**src/rtl/eh2_pkg.sv**
```systemverilog
// Shared types and constants for the ICCM access arbiter.
// Holds the RMW state encoding, the DMA size encoding, the SECDED widths
// and two small helpers used by the arbiter datapath.
package eh2_pkg;

    localparam int ECC_W     = 7;
    localparam int HALF_W    = 32 + ECC_W;
    localparam int ICCM_WR_W = 2 * HALF_W;

    typedef enum logic [1:0] {
        IDLE  = 2'd0,
        RD    = 2'd1,
        MERGE = 2'd2,
        WR    = 2'd3
    } rmw_state_e;

    typedef enum logic [2:0] {
        SZ_BYTE  = 3'd0,
        SZ_HALF  = 3'd1,
        SZ_WORD  = 3'd2,
        SZ_DWORD = 3'd3
    } dma_size_e;

    // Byte lanes of the 64-bit row touched by a sub-word write; a halfword
    // at an odd address is aligned down to its even lane pair.
    function automatic logic [7:0] rmw_byte_en(input dma_size_e size, input logic [2:0] off);
        logic [7:0] be;
        if (size == SZ_HALF) be = 8'b0000_0011 << {off[2:1], 1'b0};
        else                 be = 8'b0000_0001 << off;
        return be;
    endfunction

    // Event counter that sticks at all-ones instead of wrapping.
    function automatic logic [31:0] sat_inc32(input logic [31:0] v, input logic ev);
        return (ev && (v != '1)) ? v + 32'd1 : v;
    endfunction

endpackage

```
**src/rtl/eh2_iccm_ecc_gen.sv**
```systemverilog
// Combinational 32-bit SECDED encoder: six Hamming check bits plus one
// overall parity bit over data and check bits (39,32 code).
module eh2_iccm_ecc_gen
    import eh2_pkg::*;
(
    input  logic [31:0]      din,
    output logic [ECC_W-1:0] ecc
);

    logic [5:0] chk;

    // Each mask selects the data bits whose codeword position has that check bit set
    always_comb begin
        chk[0] = ^(din & 32'h56AA_AD5B);
        chk[1] = ^(din & 32'h9B33_366D);
        chk[2] = ^(din & 32'hE3C3_C78E);
        chk[3] = ^(din & 32'h03FC_07F0);
        chk[4] = ^(din & 32'h03FF_F800);
        chk[5] = ^(din & 32'hFC00_0000);
        ecc    = {^{din, chk}, chk};
    end

endmodule

```
**src/rtl/eh2_iccm_arb.sv**
```systemverilog
// Single-port ICCM access arbiter: correction writeback > DMA/fetch with a
// starvation counter that eventually lets DMA beat fetch. DMA byte/halfword
// writes run an atomic read-modify-write (RD, MERGE, WR) with fresh ECC.
// Optional build macro ICCM_ARB_PERF_EN adds saturating grant/stall counters.
module eh2_iccm_arb
    import eh2_pkg::*;
#(
    parameter int ICCM_BITS      = 16,
    parameter int NUM_THREADS    = 2,
    parameter int DMA_STARVE_MAX = 4
) (
    input  logic                 clk,
    input  logic                 rst,
    input  logic                 fetch_req,
    input  logic                 fetch_tid,
    input  logic [ICCM_BITS-1:1] fetch_addr,
    output logic                 fetch_gnt,
    input  logic                 dma_req,
    input  logic                 dma_wr,
    input  logic [2:0]           dma_size,
    input  logic [ICCM_BITS-1:0] dma_addr,
    input  logic [63:0]          dma_wdata,
    output logic                 dma_gnt,
    output logic                 dma_rvalid,
    output logic [63:0]          dma_rdata,
    input  logic                 corr_req,
    input  logic [ICCM_BITS-1:1] corr_addr,
    input  logic [ICCM_WR_W-1:0] corr_wdata,
    output logic                 corr_done,
    output logic [ICCM_BITS-1:1] iccm_rw_addr,
    output logic                 iccm_rden,
    output logic                 iccm_wren,
    output logic [2:0]           iccm_wr_size,
    output logic [ICCM_WR_W-1:0] iccm_wr_data,
    input  logic [63:0]          iccm_rd_data,
`ifdef ICCM_ARB_PERF_EN
    output logic [31:0]          fetch_gnt_cnt,
    output logic [31:0]          dma_gnt_cnt,
    output logic [31:0]          rmw_cnt,
    output logic [31:0]          fetch_stall_cnt,
`endif
    output logic                 busy
);

    localparam logic [3:0] STARVE_MAX = 4'(DMA_STARVE_MAX);

    rmw_state_e           state_q, state_d;
    logic [3:0]           starve_q, starve_d;
    logic                 dma_rvalid_q, dma_rvalid_d;
    logic [ICCM_BITS-1:1] rmw_addr_q, rmw_addr_d;
    logic [7:0]           rmw_be_q, rmw_be_d;
    logic [63:0]          rmw_wdata_q, rmw_wdata_d;
    logic [63:0]          merge_q, merge_d;
    logic [ICCM_WR_W-1:0] wr_data_q, wr_data_d;

    dma_size_e            dma_size_t;
    logic                 idle, corr_win, dma_win, fetch_win, dma_is_rmw;
    logic [ICCM_BITS-1:0] dma_addr_al;
    logic [63:0]          ecc_din;
    logic [ECC_W-1:0]     ecc_lo, ecc_hi;
    logic [ICCM_WR_W-1:0] ecc_word;
    logic                 unused_ok;

    assign dma_size_t = dma_size_e'(dma_size);
    assign unused_ok  = ^{fetch_tid, dma_addr_al[0], (NUM_THREADS > 1)};

    // One encoder pair serves both direct DMA writes (IDLE) and the RMW merge (MERGE)
    assign ecc_din  = (state_q == MERGE) ? merge_q : dma_wdata;
    assign ecc_word = {ecc_hi, ecc_din[63:32], ecc_lo, ecc_din[31:0]};

    eh2_iccm_ecc_gen u_ecc_lo (.din(ecc_din[31:0]),  .ecc(ecc_lo));
    eh2_iccm_ecc_gen u_ecc_hi (.din(ecc_din[63:32]), .ecc(ecc_hi));

    // Misaligned DMA accesses are aligned down to their natural size
    always_comb begin
        dma_addr_al = dma_addr;
        case (dma_size_t)
            SZ_BYTE: dma_addr_al = dma_addr;
            SZ_HALF: dma_addr_al[0]   = 1'b0;
            SZ_WORD: dma_addr_al[1:0] = 2'b00;
            default: dma_addr_al[2:0] = 3'b000;
        endcase
    end

    // Winner selection; only IDLE arbitrates, RMW states hold the port
    always_comb begin
        idle       = (state_q == IDLE) && !rst;
        corr_win   = idle && corr_req;
        dma_win    = idle && !corr_req && dma_req && ((starve_q == STARVE_MAX) || !fetch_req);
        fetch_win  = idle && !corr_req && !dma_win && fetch_req;
        dma_is_rmw = dma_wr && ((dma_size_t == SZ_BYTE) || (dma_size_t == SZ_HALF));
    end

    // Drive the macro port and grant pulses from this cycle's owner
    always_comb begin
        iccm_rw_addr = '0;
        iccm_rden    = 1'b0;
        iccm_wren    = 1'b0;
        iccm_wr_size = 3'd0;
        iccm_wr_data = '0;
        fetch_gnt    = 1'b0;
        dma_gnt      = 1'b0;
        corr_done    = 1'b0;
        if ((state_q == WR) && !rst) begin
            iccm_wren    = 1'b1;
            iccm_rw_addr = rmw_addr_q;
            iccm_wr_size = 3'(SZ_DWORD);
            iccm_wr_data = wr_data_q;
        end else if (corr_win) begin
            corr_done    = 1'b1;
            iccm_wren    = 1'b1;
            iccm_rw_addr = corr_addr;
            iccm_wr_size = 3'(SZ_DWORD);
            iccm_wr_data = corr_wdata;
        end else if (dma_win) begin
            dma_gnt = 1'b1;
            if (dma_is_rmw) begin
                iccm_rden    = 1'b1;
                iccm_rw_addr = {dma_addr[ICCM_BITS-1:3], 2'b00};
            end else if (dma_wr) begin
                iccm_wren    = 1'b1;
                iccm_rw_addr = dma_addr_al[ICCM_BITS-1:1];
                iccm_wr_size = dma_size;
                iccm_wr_data = ecc_word;
            end else begin
                iccm_rden    = 1'b1;
                iccm_rw_addr = dma_addr_al[ICCM_BITS-1:1];
            end
        end else if (fetch_win) begin
            fetch_gnt    = 1'b1;
            iccm_rden    = 1'b1;
            iccm_rw_addr = fetch_addr;
        end
    end

    // Next-state: RMW sequencing, starvation count and read-return tracking
    always_comb begin
        state_d      = state_q;
        starve_d     = starve_q;
        rmw_addr_d   = rmw_addr_q;
        rmw_be_d     = rmw_be_q;
        rmw_wdata_d  = rmw_wdata_q;
        merge_d      = merge_q;
        wr_data_d    = wr_data_q;
        dma_rvalid_d = dma_win && !dma_wr;

        if (!dma_req || dma_win)
            starve_d = '0;
        else if ((corr_win || fetch_win) && (starve_q != STARVE_MAX))
            starve_d = starve_q + 4'd1;

        case (state_q)
            IDLE: begin
                if (dma_win && dma_is_rmw) begin
                    state_d     = RD;
                    rmw_addr_d  = {dma_addr[ICCM_BITS-1:3], 2'b00};
                    rmw_be_d    = rmw_byte_en(dma_size_t, dma_addr[2:0]);
                    rmw_wdata_d = dma_wdata;
                end
            end
            RD: begin
                state_d = MERGE;
                for (int b = 0; b < 8; b++)
                    merge_d[8*b +: 8] = rmw_be_q[b] ? rmw_wdata_q[8*b +: 8] : iccm_rd_data[8*b +: 8];
            end
            MERGE: begin
                state_d   = WR;
                wr_data_d = ecc_word;
            end
            default: state_d = IDLE;
        endcase
    end

    // State registers; reset drops any in-flight RMW without writing
    always_ff @(posedge clk) begin
        if (rst) begin
            state_q      <= IDLE;
            starve_q     <= '0;
            dma_rvalid_q <= 1'b0;
            rmw_addr_q   <= '0;
            rmw_be_q     <= '0;
            rmw_wdata_q  <= '0;
            merge_q      <= '0;
            wr_data_q    <= '0;
        end else begin
            state_q      <= state_d;
            starve_q     <= starve_d;
            dma_rvalid_q <= dma_rvalid_d;
            rmw_addr_q   <= rmw_addr_d;
            rmw_be_q     <= rmw_be_d;
            rmw_wdata_q  <= rmw_wdata_d;
            merge_q      <= merge_d;
            wr_data_q    <= wr_data_d;
        end
    end

    assign busy       = (state_q != IDLE) && !rst;
    assign dma_rvalid = dma_rvalid_q && !rst;
    assign dma_rdata  = dma_rvalid ? iccm_rd_data : '0;

`ifdef ICCM_ARB_PERF_EN
    logic [31:0] fetch_gnt_cnt_q, fetch_gnt_cnt_d;
    logic [31:0] dma_gnt_cnt_q, dma_gnt_cnt_d;
    logic [31:0] rmw_cnt_q, rmw_cnt_d;
    logic [31:0] fetch_stall_cnt_q, fetch_stall_cnt_d;

    // Saturating event counts
    always_comb begin
        fetch_gnt_cnt_d   = sat_inc32(fetch_gnt_cnt_q, fetch_gnt);
        dma_gnt_cnt_d     = sat_inc32(dma_gnt_cnt_q, dma_gnt);
        rmw_cnt_d         = sat_inc32(rmw_cnt_q, dma_win && dma_is_rmw);
        fetch_stall_cnt_d = sat_inc32(fetch_stall_cnt_q, fetch_req && !fetch_gnt && !rst);
    end

    // Counter registers
    always_ff @(posedge clk) begin
        if (rst) begin
            fetch_gnt_cnt_q   <= '0;
            dma_gnt_cnt_q     <= '0;
            rmw_cnt_q         <= '0;
            fetch_stall_cnt_q <= '0;
        end else begin
            fetch_gnt_cnt_q   <= fetch_gnt_cnt_d;
            dma_gnt_cnt_q     <= dma_gnt_cnt_d;
            rmw_cnt_q         <= rmw_cnt_d;
            fetch_stall_cnt_q <= fetch_stall_cnt_d;
        end
    end

    assign fetch_gnt_cnt   = fetch_gnt_cnt_q;
    assign dma_gnt_cnt     = dma_gnt_cnt_q;
    assign rmw_cnt         = rmw_cnt_q;
    assign fetch_stall_cnt = fetch_stall_cnt_q;
`endif

endmodule
```
**config.mk**
```make
export PLATFORM = sky130hd
export DESIGN_NAME = eh2_iccm_arb
export DESIGN_NICKNAME = d
export VERILOG_FILES = /design/src/rtl/eh2_pkg.sv /design/src/rtl/eh2_iccm_ecc_gen.sv /design/src/rtl/eh2_iccm_arb.sv
export SDC_FILE = /design/constraint.sdc
export NUM_CORES = 1
export LEC_CHECK = 0
export ABC_AREA = 1
export CORE_UTILIZATION = 25
export CTS_BUF_LIST = sky130_fd_sc_hd__clkbuf_4
export CTS_CLUSTER_DIAMETER = 60
export DETAILED_ROUTE_END_ITERATION = 10
export PLACE_DENSITY = 0.5
export SLEW_MARGIN = 10
export SYNTH_ARGS = -nofsm -noshare
export SYNTH_HDL_FRONTEND = slang
export SYNTH_SLANG_ARGS = --single-unit
```
**constraint.sdc**
```tcl
create_clock -name clk -period 4.8 [get_ports clk]
set_clock_uncertainty 0.1 [all_clocks]
set_input_delay 0.72 -clock clk [delete_from_list [all_inputs] [get_ports clk]]
set_output_delay 0.72 -clock clk [all_outputs]
set_load 0.05 [all_outputs]
```
==> results of run 1 <==
==> flip-flops by register name, indices dropped and copies added, names as in the netlist <==
name          cells
rmw_addr_q       13
merge_q          64
rmw_wdata_q      64
wr_data_q        78
dma_rvalid_q      1
rmw_be_q          8
state_q           2
starve_q          4
==> kinds of logic after synthesis <==
kind of cell,count (synthesis),synth area share
adder cells (fa/ha/maj),6,0.00485
AND/OR/NAND/NOR,1425,0.364
buffers and inverters,469,0.119
flip-flops,234,0.302
AO/OA/AOI/OAI,500,0.198
XOR/XNOR,20,0.0118
==> repair_timing <==
action                                 4_1_cts  5_1_grt
hold buffers                                 0        0
endpoints found under the hold margin        0        0
pin swaps                                    2       17
setup endpoints to repair                    9       12
gates resized for setup                     23      168
gates cloned                                 2       10
buffers inserted                             2       18
==> worst reg2reg max path: cells and delay by family, from the launching register on <==
kind | cells | cell delay, ns
adder cells (fa/ha/maj) | 1 | 0.19
flip-flops | 1 | 0.37
AND/OR/NAND/NOR | 18 | 1.52
buffers and inverters | 7 | 0.73
==> metal layers <==
metal	wire [um]	vias up
met1	33600	8756
met2	32100	697
met4	1940	2
li1	-	9385
met3	5480	107
met5	13	-
==> path summary, 6_finish.rpt <==
path	to	from	cells past startpoint	slack, ns
worst max-delay path	iccm_wr_data[6]	state_q[1]	15	0.22
worst min-delay path	rmw_addr_q[8]	rst	2	0.24
worst max register to register	wr_data_q[77]	state_q[0]	26	1.79
worst min register to register	rmw_wdata_q[13]	rmw_wdata_q[13]	2	0.36
==> cell usage in the layout, fill, tap and decap left out, drive strengths merged, types with 11 or more instances in the layout <==
cell type / count
nand2: 1033
clkdlybuf4s50: 336
inv: 321
dfxtp: 234
nor2: 212
o211ai: 180
nand3: 165
a21oi: 155
buf: 149
o21ai: 137
clkbuf: 113
a22o: 13
xor2: 11
==> stage by stage <==
| step | cell area, um2 | instances | hold slack, ns |
|---|---|---|---|
| 4_1_cts | 22300 | 3870 | 0.140 |
| 2_1_floorplan | 15500 | 2654 | 0.330 |
| 3_5_place_dp | 21300 | 3751 | 0.349 |
| 5_1_grt | 23200 | 3904 | 0.182 |
| 6_report | 23200 | 3906 | 0.242 |
| 3_3_place_gp | 21300 | 3751 | 0.339 |
==> layout make-up <==
class                      count  area share
multi-input combinational   1951       0.408
antenna                        8    0.000863
clock buffer                 104      0.0337
sequential                   234       0.202
clock inverter                11     0.00307
inverter                     321      0.0537
timing repair buffer         495       0.256
tap                          782      0.0422
==> power groups by stage <==
stage          clock network, mW  logic [mW]  registers, mW
6_report                    1.98        2.50           2.26
5_1_grt                     2.18        2.71           2.28
4_1_cts                     2.06        2.39           2.25
3_5_place_dp                   0        2.37           2.28
3_3_place_gp                   0        2.34           2.28
2_1_floorplan                  0        1.39           2.24
==> results.yml, run 1 <==
routing:
  routed_wl_um: 73200
  drt-pass1-iter-count: 5
  wl_per_cell_um: 18.7
  drt_drc_violations_left: 0
  drtAntennaViolNets: 0
  drt-vias-per-instance: 4.85
  vias: 18900
  drt-initial-drc-count: 1262
logic_synthesis:
  synth_top_cell_area_share: 0.302
  synth_most_common_cell: "nand2_1"
  ys_types: 35
  ys.warnings.count: 0
  synth_edf_count: 0
  avgSynthCellArea_um2: 5.84
  ys.flop_type: "dfxtp_1"
  syn_area_um2: 15500
  ys_ff_latch: 234
  postSynth.asyncResetShare: 0
  syn_inst: 2654
  yosysTopAreaCell: "dfxtp_1"
  ys_seq_area_frac: 0.302
  synthTopCellsByCount: "nand2_1 (1,027), inv_1 (314), dfxtp_1 (234)"
  synth_area_leaders: "dfxtp_1 (30%), nand2_1 (25%), o211ai_1 (8.7%)"
  synth_fp_nets: 2922
place:
  portBuffers: 427
  post-place-ws_ns: 0.508
  hpwl_um: 52200
  gp_congestion: 0.869
setup_path:
  cp.required_ns: 3.98
  end_kind: "output pin"
  crit_type: "reg -> out"
  critPathArrivalTime_ns: 3.76
  cp_top_family: "buffers and inverters"
  path_max_fanout: 48
  crit_buf_inv: 8
  crit_top_cell: "inv_1"
  slowest_delay_ns: 0.53
  cpMaxStageDelayCell: "o211ai_1"
  cp-start-kind: "flop"
  cp_cell_sequence: "inv_1, ha_2, inv_1, nor2_1, nand2_1, nor2_4, inv_2, nor3_1, inv_1, nor2_1, buf_4, inv_2, buf_6, o211ai_1, buf_12"
clock_tree:
  clock-root-buffer: "clkbuf_4"
  cts_sinks: 234
  cts_tree: "done"
  numCtsBuffers: 75
  htree_levels: 3
  insertion_delay_ns: 0.78
  clk_pin_slew_ns: 0.06
  clock_path_buffers: 3
finish:
  nets: 3346
  drive_gt1_frac: 0.139
  syn2layout_area_growth_pct: 49.8
  final_util: 0.382
  register_area_um2: 4690
  multi_input_area_um2: 9470
  fill_cells: 6454
timing:
  post-route-period-util: 0.955
  slew_violations: 0
  setup_ws_ns: 0.216
  setup_viol: 0
  hold_viol_final: 0
  tightestPinTransition_ns: 0.965
  fmax_mhz: 218
  min_period_ns: 4.58
  slew_headroom: 0.356
  fin_setup_tns_ns: 0
global_routing:
  grt_max_degree: 73
  grt_overflow_total: 0
  met1_usage: 0.301
  grt_busiest_layer: "met2"
  use_met2: 0.334
  grt_pass1_vias: 17700
  antenna_found_initial: 7
  grt_pass1_wl_um: 106000
  met3_usage: 0.0448
  grt_usage: 0.219
floorplanning:
  core_area_um2: 60800
  start_util: 0.255
  dieArea_um2: 63000
  row_count: 90
  die_w_um: 251
  dieHeight_um: 251
  io_pins: 429
power:
  clkPwrFrac: 0.294
  switching_power_mw: 2.61
  p_int_mw: 4.13
  p_per_area_nw_per_um2: 291
  switching_share: 0.387
  p_seq_frac: 0.335
  pwr-share-comb: 0.371
  p_total_mw: 6.74
  power.leakage_nw: 10.4
  vdd_drop_max_mv: 0.112
min_path:
  worst_hold_path_type: "in -> reg"
flow_run:
  maxCapViolations: 0
outcome:
  status: "finished, final reports clean"
Note: power is estimated with default switching activity, not from simulation.
==> run 2: changes to the inputs <==
--- a/config.mk
+++ b/config.mk
@@ -6,6 +6,7 @@
 export NUM_CORES = 1
 export LEC_CHECK = 0
 export ABC_AREA = 1
+export CAP_MARGIN = 30
 export CORE_UTILIZATION = 25
 export CTS_BUF_LIST = sky130_fd_sc_hd__clkbuf_4
 export CTS_CLUSTER_DIAMETER = 60
==> results of run 2 <==
Same layout as run 1: the final DEF is identical, and so are final timing and power.
==> run 3: changes to the inputs <==
--- a/config.mk
+++ b/config.mk
@@ -12,6 +12,7 @@
 export CTS_CLUSTER_DIAMETER = 60
 export DETAILED_ROUTE_END_ITERATION = 10
 export PLACE_DENSITY = 0.5
+export SKIP_CTS_REPAIR_TIMING = 1
 export SLEW_MARGIN = 10
 export SYNTH_ARGS = -nofsm -noshare
 export SYNTH_HDL_FRONTEND = slang
==> constraint.sdc (replaced) <==
create_clock -name clk -period 5.75 [get_ports clk]
set_clock_uncertainty 0.1 [all_clocks]
set_input_delay 0.8625 -clock clk [delete_from_list [all_inputs] [get_ports clk]]
set_output_delay 0.8625 -clock clk [all_outputs]
set_load 0.05 [all_outputs]
==> run 3 against run 2 <==
  * Critical path depth is 9 higher
  * Routed wire length down 4.7%
  * Final area shrank 4.6%
  * Clock power fell by 11%
  * Total power is 17% lower
  * Via count decreased by 1.9%
  * Largest power group unchanged
  * Global-route usage shrank 0.21 points
  * Sequential power down 17%
  * Sequential cell count is the same
  * Combinational power decreased by 22%
==> results.yml, run 3 (synthesized netlist as in run 1, its figures left out) <==
place:
  dpl_cell_area_um2: 21200
  gp_congestion: 0.891
  hpwl_um: 52000
  portBuffers: 427
global_routing:
  antenna_found_initial: 4
  grt_max_degree: 77
  grt_usage: 0.217
  grt_overflow_total: 0
  grt_pass1_wl_um: 106000
  grt_pass1_vias: 17800
floorplanning:
  io_pins: 429
  dieArea_um2: 63000
  dieHeight_um: 251
  die_w_um: 251
  row_count: 90
  core_area_um2: 60800
  start_util: 0.255
setup_path:
  cp_top_family: "simple AND/OR/NAND/NOR gates"
  crit_top_cell: "nand2_1"
  endpoint: "iccm_wr_data[77]"
  crit_cells: 24
  crit_buf_inv: 5
  timing.rr.start: "state_q[0]"
  cp_cell_sequence: "inv_1, ha_4, buf_12, nand2_1, o21ai_1, inv_1, nand2_1, nand2_1, nand2_1, nand2_1, nand2_1, nand2_1, nand2_1, nand2_1, nand2_1, nand2_1, nand2_1, inv_1, nor2_1, nand3_1, nand2_1, nand2_1, nand2_1, buf_12"
  rr_worst_depth: 21
  critPathArrivalTime_ns: 4.39
  cp-startpoint: "state_q[0]"
  end_kind: "output pin"
  crit_type: "reg -> out"
  slowest_delay_ns: 0.45
  cp-start-kind: "flop"
  path_max_fanout: 76
  cpMaxStageDelayCell: "ha_4"
  reg2reg_setup_slack_ns: 2.13
  cp.required_ns: 4.79
  timing.rr.end: "wr_data_q[77]"
timing:
  rsz0062_at_grt: "false"
  hold_viol_final: 0
  slew_headroom: 0.377
  slew_violations: 0
  setup_viol: 0
  min_period_ns: 5.36
  fmax_mhz: 187
  post-route-period-util: 0.931
  tightestPinTransition_ns: 0.934
finish:
  final_common_cell: "nand2_1"
  postLayoutCellArea_um2: 22100
  layout_common_cells: "nand2_1 (1,025), clkdlybuf4s50_1 (348), inv_1 (313), dfxtp_1 (234), nor2_1 (202)"
  largest_reg_flops: 78
  fill_cells: 6602
  reg_top3: "wr_data_q x78, merge_q x64, rmw_wdata_q x64"
  drive_gt1_frac: 0.0796
  regMostFlops: "wr_data_q"
  nets: 3307
  syn2layout_area_growth_pct: 42.9
clock_tree:
  cts_tree: "done"
  insertion_delay_ns: 0.79
  htree_levels: 3
  clk_pin_slew_ns: 0.06
  clock-root-buffer: "clkbuf_4"
  clock_path_buffers: 3
  numCtsBuffers: 76
  cts_sinks: 234
outcome:
  status: "finished, final reports clean"
routing:
  drt-pass1-iter-count: 7
  drt-initial-drc-count: 1228
  routed_wl_um: 69800
  drt_drc_violations_left: 0
  wl_per_cell_um: 18.1
  vias: 18600
  drtAntennaViolNets: 0
  drt-vias-per-instance: 4.81
power:
  p_per_area_nw_per_um2: 252
  power.leakage_nw: 10.0
  p_total_mw: 5.59
  vdd_drop_max_mv: 0.127
min_path:
  worst_hold_path_type: "in -> reg"
flow_run:
  maxCapViolations: 0
-- run 3: layout make-up --
class	instances	area, um2	share of cell area
Antenna cell	3	7.51	0.000339
Sequential cell	234	4680	0.212
Clock buffer	98	736	0.0332
Multi-Input combinational cell	1951	9020	0.407
Clock inverter	18	179	0.00808
Tap cell	782	978	0.0442
Timing Repair Buffer	455	5320	0.240
Inverter	321	1210	0.0548
-- run 3: worst min-delay path by stage --
stage	depth (start not counted)	slack, ns	startpoint	endpoint
floorplan	2	0.33	rmw_wdata_q[14]	rmw_wdata_q[14]
global placement	2	0.34	rmw_wdata_q[25]	rmw_wdata_q[25]
detailed placement	2	0.34	rmw_wdata_q[14]	rmw_wdata_q[14]
CTS	2	0.17	rst	rmw_addr_q[8]
global route	2	0.21	rst	rmw_addr_q[8]
finish	2	0.28	rst	rmw_addr_q[8]
-- run 3: power breakdown --
part	total [mW]	switching (mW)	internal (mW)
logic	1.96	1.21	0.748
registers	1.87	0.101	1.77
clock network	1.76	0.797	0.959
total	5.59	2.11	3.48
-- run 3: metrics by stage --
stage	utilization	instances	hold slack [ns]	worst slack, ns	setup TNS [ns]
final	0.364	3862	0.278	0.394	0
after global routing	0.364	3862	0.206	0.0170	0
after CTS	0.363	3858	0.170	-0.00177	-0.00177
after detailed placement	0.348	3742	0.345	0.885	0
after global placement	0.348	3742	0.339	0.909	0
after floorplan	-	2654	0.330	1.57	0
-- run 3: worst register-to-register path, stage by stage, from the launching register on --
cell and delay, ns:
dfxtp_1 0.43, inv_1 0.12, ha_4 0.32, inv_6 0.26, buf_4 0.31, nor2_1 0.10, nor2_1 0.29, nand2_1 0.10
nand2_1 0.12, nand2_1 0.08, nand2_1 0.08, nand2_1 0.06, nand3_1 0.17, nand2_1 0.14, xnor2_2 0.27, nand2_1 0.12
nand3_1 0.11, nand2_1 0.06, nand2_1 0.07, nand3_1 0.10, nand2_1 0.08, inv_1 0.04
-- run 3: per-layer routing --
layer  global-route usage  part of all wire  up-vias
li1                     -                 -     9283
met2                0.340              0.44      650
met5                    0                 0        -
met3               0.0406             0.076       82
met1                0.300              0.47     8565
met4               0.0646             0.017        0
